===== src/rtl/conv_enc_ctrl.sv =====
`default_nettype none
// ============================================================================
// Module   : conv_enc_ctrl
// Purpose  : Frame controller for an external K=3 rate-1/2 convolutional
//            encoder. Buffers a frame, feeds it bit-serially, then flushes.
// Revision : 1.0
// ============================================================================
module conv_enc_ctrl #(
   parameter int FRAME_MAX = 32
) (
   input  logic       clk,
   input  logic       rst,
   input  logic       start,
   input  logic [5:0] frame_len,
   input  logic       in_bit,
   input  logic       in_valid,
   output logic       in_ready,
   output logic       enc_rst,
   output logic       enc_bit,
   input  logic [1:0] enc_code,
   output logic [1:0] out_code,
   output logic       out_valid,
   output logic       out_last,
   output logic       busy,
   output logic       done,
   output logic       err
);

   localparam logic [6:0] c_MAX_LEN = 7'(FRAME_MAX);
   localparam int         c_IW      = (FRAME_MAX > 1) ? $clog2(FRAME_MAX) : 1;

   typedef enum logic [2:0] {
      S_IDLE   = 3'd0,
      S_CLEAR  = 3'd1,
      S_LOAD   = 3'd2,
      S_ENCODE = 3'd3,
      S_TAIL   = 3'd4
   } state_t;

   state_t               r_state;
   state_t               w_state_nxt;
   logic [5:0]           r_cnt;
   logic [5:0]           w_cnt_nxt;
   logic [5:0]           r_len;
   logic [FRAME_MAX-1:0] r_buf;
   logic [c_IW-1:0]      w_idx;
   logic                 w_len_ok;
   logic                 w_cnt_last;
   logic                 w_len_ld;
   logic                 w_wr;
   logic                 w_sym;
   logic                 w_last;
   logic                 w_err;
   logic                 w_in_ready;
   logic                 w_enc_rst;
   logic                 w_enc_bit;
   logic [1:0]           r_out_code;
   logic                 r_out_valid;
   logic                 r_out_last;
   logic                 r_err;

   assign w_idx      = r_cnt[c_IW-1:0];
   assign w_cnt_last = (r_cnt == (r_len - 6'd1));
   assign w_len_ok   = (frame_len != 6'd0) && ({1'b0, frame_len} <= c_MAX_LEN);

   always_comb begin
      w_state_nxt = r_state;
      w_cnt_nxt   = r_cnt;
      w_len_ld    = 1'b0;
      w_wr        = 1'b0;
      w_sym       = 1'b0;
      w_last      = 1'b0;
      w_err       = 1'b0;
      w_in_ready  = 1'b0;
      w_enc_rst   = 1'b0;
      w_enc_bit   = 1'b0;
      case (r_state)
         S_IDLE: begin
            if (start) begin
               if (w_len_ok) begin
                  w_len_ld    = 1'b1;
                  w_cnt_nxt   = 6'd0;
                  w_state_nxt = S_CLEAR;
               end else begin
                  w_err = 1'b1;
               end
            end
         end
         S_CLEAR: begin
            w_enc_rst   = 1'b1;
            w_state_nxt = S_LOAD;
         end
         S_LOAD: begin
            w_in_ready = 1'b1;
            if (in_valid) begin
               w_wr = 1'b1;
               if (w_cnt_last) begin
                  w_cnt_nxt   = 6'd0;
                  w_state_nxt = S_ENCODE;
               end else begin
                  w_cnt_nxt = r_cnt + 6'd1;
               end
            end
         end
         S_ENCODE: begin
            w_enc_bit = r_buf[w_idx];
            w_sym     = 1'b1;
            if (w_cnt_last) begin
               w_cnt_nxt   = 6'd0;
               w_state_nxt = S_TAIL;
            end else begin
               w_cnt_nxt = r_cnt + 6'd1;
            end
         end
         S_TAIL: begin
            // two zero bits flush the K=3 shift register
            w_sym = 1'b1;
            if (r_cnt == 6'd1) begin
               w_last      = 1'b1;
               w_cnt_nxt   = 6'd0;
               w_state_nxt = S_IDLE;
            end else begin
               w_cnt_nxt = r_cnt + 6'd1;
            end
         end
         default: begin
            w_state_nxt = S_IDLE;
            w_cnt_nxt   = 6'd0;
         end
      endcase
   end

   always_ff @(posedge clk or posedge rst) begin
      if (rst) begin
         r_state     <= S_IDLE;
         r_cnt       <= 6'd0;
         r_len       <= 6'd0;
         r_out_code  <= 2'b00;
         r_out_valid <= 1'b0;
         r_out_last  <= 1'b0;
         r_err       <= 1'b0;
      end else begin
         r_state     <= w_state_nxt;
         r_cnt       <= w_cnt_nxt;
         r_out_valid <= w_sym;
         r_out_last  <= w_last;
         r_err       <= w_err;
         if (w_len_ld) begin
            r_len <= frame_len;
         end
         if (w_sym) begin
            r_out_code <= enc_code;
         end
      end
   end

   // Frame storage carries no reset: contents are rewritten before every use.
   always_ff @(posedge clk) begin
      if (w_wr) begin
         r_buf[w_idx] <= in_bit;
      end
   end

   assign in_ready  = w_in_ready;
   assign enc_rst   = w_enc_rst;
   assign enc_bit   = w_enc_bit;
   assign out_code  = r_out_code;
   assign out_valid = r_out_valid;
   assign out_last  = r_out_last;
   assign done      = r_out_last;
   assign err       = r_err;
   assign busy      = (r_state != S_IDLE);

endmodule
`default_nettype wire


===== config.mk =====
export PLATFORM = sky130hd
export DESIGN_NAME = conv_enc_ctrl
export DESIGN_NICKNAME = d
export VERILOG_FILES = /design/src/rtl/conv_enc_ctrl.sv
export SDC_FILE = /design/constraint.sdc
export NUM_CORES = 1
export LEC_CHECK = 0
export ABC_CLOCK_PERIOD_IN_PS = 5280
export CORE_MARGIN = 2
export CORE_UTILIZATION = 29
export DETAILED_ROUTE_END_ITERATION = 7
export SYNTH_ARGS = -nofsm -noshare
export SYNTH_HDL_FRONTEND = slang
export SYNTH_SLANG_ARGS = --single-unit

===== constraint.sdc =====
create_clock -name clk -period 5.28 [get_ports clk]
set_clock_uncertainty 0.15 [all_clocks]
set_input_delay 1.056 -clock clk [delete_from_list [all_inputs] [get_ports clk]]
set_output_delay 1.056 -clock clk [all_outputs]
set_load 0.01 [all_outputs]

==> key figures <==
Status
  – Status: completed

Power and ir drop
  – Internal power: 902.3 uW
  – Switching power total: approximately 580 uW
  – Clock network power share: 16.5%
  – Comb pwr share: 40.3%
  – Worst vdd ir: 0.1544 mV
  – Net Sw Frac: 39.07%
  – Seq pwr share: a little over two fifths
  – PnR Total Power: 1481 uW
  – Pleak: 0.001059 uW
  – PwrDens: 487.2 mW/mm^2

CTS
  – Clk pin slew, worst setup/hold paths: roughly 0.10 ns
  – Htree depth: 2
  – Cts hold-fix bufs: 0
  – TritonCTS Buffers: 5
  – Post-cts sizing count: 0
  – Clock sink count: between 50 and 60
  – Root buffer cell: clkbuf_8
  – Worst skew pair latency: 0.31 ns
  – CTS tree: done
  – Setup Fix Bufs, Post-CTS: 0
  – CTS Buffer Depth: 2

Global route
  – All-layer global routing usage: 11.06%
  – Grt ovf: 0
  – Vias in the first global route: 1741
  – Initial antenna violation count: 0
  – Largest net degree at the start of global routing: 33
  – First-pass GRT wire length: 8583 microns

Worst setup path
  – Setup crit end kind: output pin
  – Worst setup SP type: flop
  – Critical path arrival: 2.72 ns
  – Max Fanout on Critical Path: 15
  – CP required: between 4 and 5 ns
  – CP Class: flop to output pin

Routing
  – Per-cell routed wire length: 14.25 microns
  – Via density: 4.858
  – Final ANT Viol Nets: 0
  – DRT iter0 DRCs: 71
  – 1st-pass router iterations: 4
  – # DRC: 0
  – Routed Wire Length: about 5100 microns
  – Vias: 1744

STA
  – Fin Hold WS: ~0.37 ns
  – Final setup TNS: 0 ns
  – Minimum clock period: 3.923 ns
  – FMAX: roughly 0.25 GHz
  – Period utilisation layout: 74.29%
  – Final hold vios: 0
  – RSZ-0062 raised after global routing: false
  – Worst relative slew slack: approximately 37%
  – Worst-margin pin slew: 0.9444 ns
  – Max-slew violations: 0
  – # setup viols final: 0

Logic synthesis
  – Post-synth top area share: 35.92%
  – Post-synthesis cell area: ~0.0027 sq mm
  – Syn Area/Cell: 11.63 sq um
  – Post-synth ARST share: 38.46%
  – Number of synthesized flops with an enable pin: 32
  – Synth warn: 0
  – Yosys reg bits: 52
  – Top_reg_cell synth: edfxtp_1
  – Synth Instances: 230
  – Sequential cell area fraction in the yosys report: 54.63%
  – Largest cells by area after synthesis: edfxtp_1, dfrtp_1, mux4_2
  – Yosys cell types: 46
  – Post-synth top cells: nor2_1, edfxtp_1, dfrtp_1, nand2_1, inv_1
  – Synth area leader: edfxtp_1
  – Mapped Nets: 248
  – Count leader, synth: nor2_1

Cells and area
  – Register area: 0.001461 sq mm
  – Fillers: 934
  – Multi-input gate area: 0.001076 sq mm
  – Area delta synth->final: 13.61%
  – Layout cells sized above 1: 10.08%
  – Design Area, Final: 0.003039 sq mm
  – ANT cells: 0
  – Final nets: 265
  – Core Util, Final: 33.37%

Floorplan
  – Row cnt: 35
  – Starting Density: 29.37%
  – Die Ht: 100.0 microns
  – Boundary Pins: 23
  – Die span in x: approximately 100 microns
  – Total die area: 0.01001 sq mm
  – Core Area: 0.009109 sq mm

Placement
  – Gpl congestion: 0.7713
  – DP Area: around 0.0029 sq mm
  – Port bufs: 22
  – DP Wirelength: roughly 3400 microns

Flow run
  – Max_cap viols: 0

Worst hold path
  – Hold crit path type: flop to flop
[critical path, cell delays in order (launching register included)]
cell and delay [ns]:
dfrtp_1 0.83, mux4_2 0.60, mux2_2 0.28, nand3_1 0.08, a31oi_1 0.11, clkdlybuf4s50_1 0.50
[registers in the layout, indices dropped and copies added, names as in the netlist]
signal	cells
r_len	6
err	1
out_code	2
out_valid	1
r_cnt	6
done	1
r_state	3
r_buf	32
[layout make-up]
| cell class | count | share of cell area, % |
|---|---|---|
| Timing Repair Buffer | 22 | 7.246 |
| Sequential cell | 52 | 48.09 |
| Tap cell | 111 | 4.570 |
| Multi-Input combinational cell | 153 | 35.41 |
| Inverter | 13 | 1.606 |
| Clock inverter | 3 | 0.8234 |
| Clock buffer | 5 | 2.264 |
[worst paths after layout]
path	startpoint	to	slack, ns	cells past startpoint
max in group asynchronous	rst	r_cnt[2]	3.45	2
min in group asynchronous	rst	out_code[0]	1.03	2
setup / recovery	r_cnt[0]	enc_bit	1.36	5
hold reg to reg	out_code[0]	out_code[0]	0.37	1
setup reg to reg	r_cnt[0]	r_cnt[2]	2.67	7
hold / removal	out_code[0]	out_code[0]	0.37	1
[routing by layer]
| layer | track usage [%] | up-vias | routed length (microns) |
|---|---|---|---|
| met1 | 14.79 | 860 | 2513 |
| met5 | 0 | - | 0 |
| li1 | - | 844 | - |
| met3 | 2.716 | 7 | 211 |
| met2 | 17.67 | 33 | 2313 |
| met4 | 3.793 | 0 | 74 |
[cell usage in the layout, fill, tap and decap left out, types with 2 or more instances in the layout]
| cell type | count |
|---|---|
| dfrtp_1 | 20 |
| nor3_1 | 2 |
| xnor2_1 | 7 |
| mux2_1 | 6 |
| a21oi_1 | 2 |
| o22ai_1 | 3 |
| clkdlybuf4s50_1 | 22 |
| nor2b_1 | 2 |
| or2_1 | 2 |
| a31oi_1 | 2 |
| nor2_1 | 42 |
| nand2_1 | 18 |
| nor4_1 | 2 |
| o211ai_1 | 4 |
| mux2_2 | 3 |
| inv_1 | 13 |
| nand2b_1 | 3 |
| clkbuf_8 | 5 |
| inv_6 | 2 |
| edfxtp_1 | 32 |
| or3_1 | 6 |
| nand3_1 | 7 |
| o21ai_1 | 4 |
| ha_1 | 5 |
| nand3b_1 | 6 |
| mux4_2 | 8 |
[cells by family (layout without fill, tap and decap cells)]
logic type / count (synthesis) / count (layout) / share of synthesized area (%)
and+or+nand+nor: 98 / 98 / 17.77
DFF: 52 / 52 / 54.63
AOI/OAI and AO/OA: 25 / 25 / 6.970
buffers and inverters: 25 / 43 / 5.145
muxes: 17 / 17 / 10.52
xor gates and xnor gates: 8 / 8 / 2.619
adders and majority gates: 5 / 5 / 2.339
[metrics by stage]
stage,std cells,worst slack [ns]
after floorplan,230,2.323
after global placement,351,1.709
after detailed placement,351,1.714
after CTS,359,1.338
after global routing,359,1.191
final,359,1.357
[power by group through the flow]
stage	Clock [uW]	Combinational, uW	Sequential (uW)
2_1_floorplan	0	540	562
6_report	245	597	639
4_1_cts	250	602	639
5_1_grt	269	670	662
3_3_place_gp	0	588	647
3_5_place_dp	0	598	649
(Power assumes the default switching activity.)
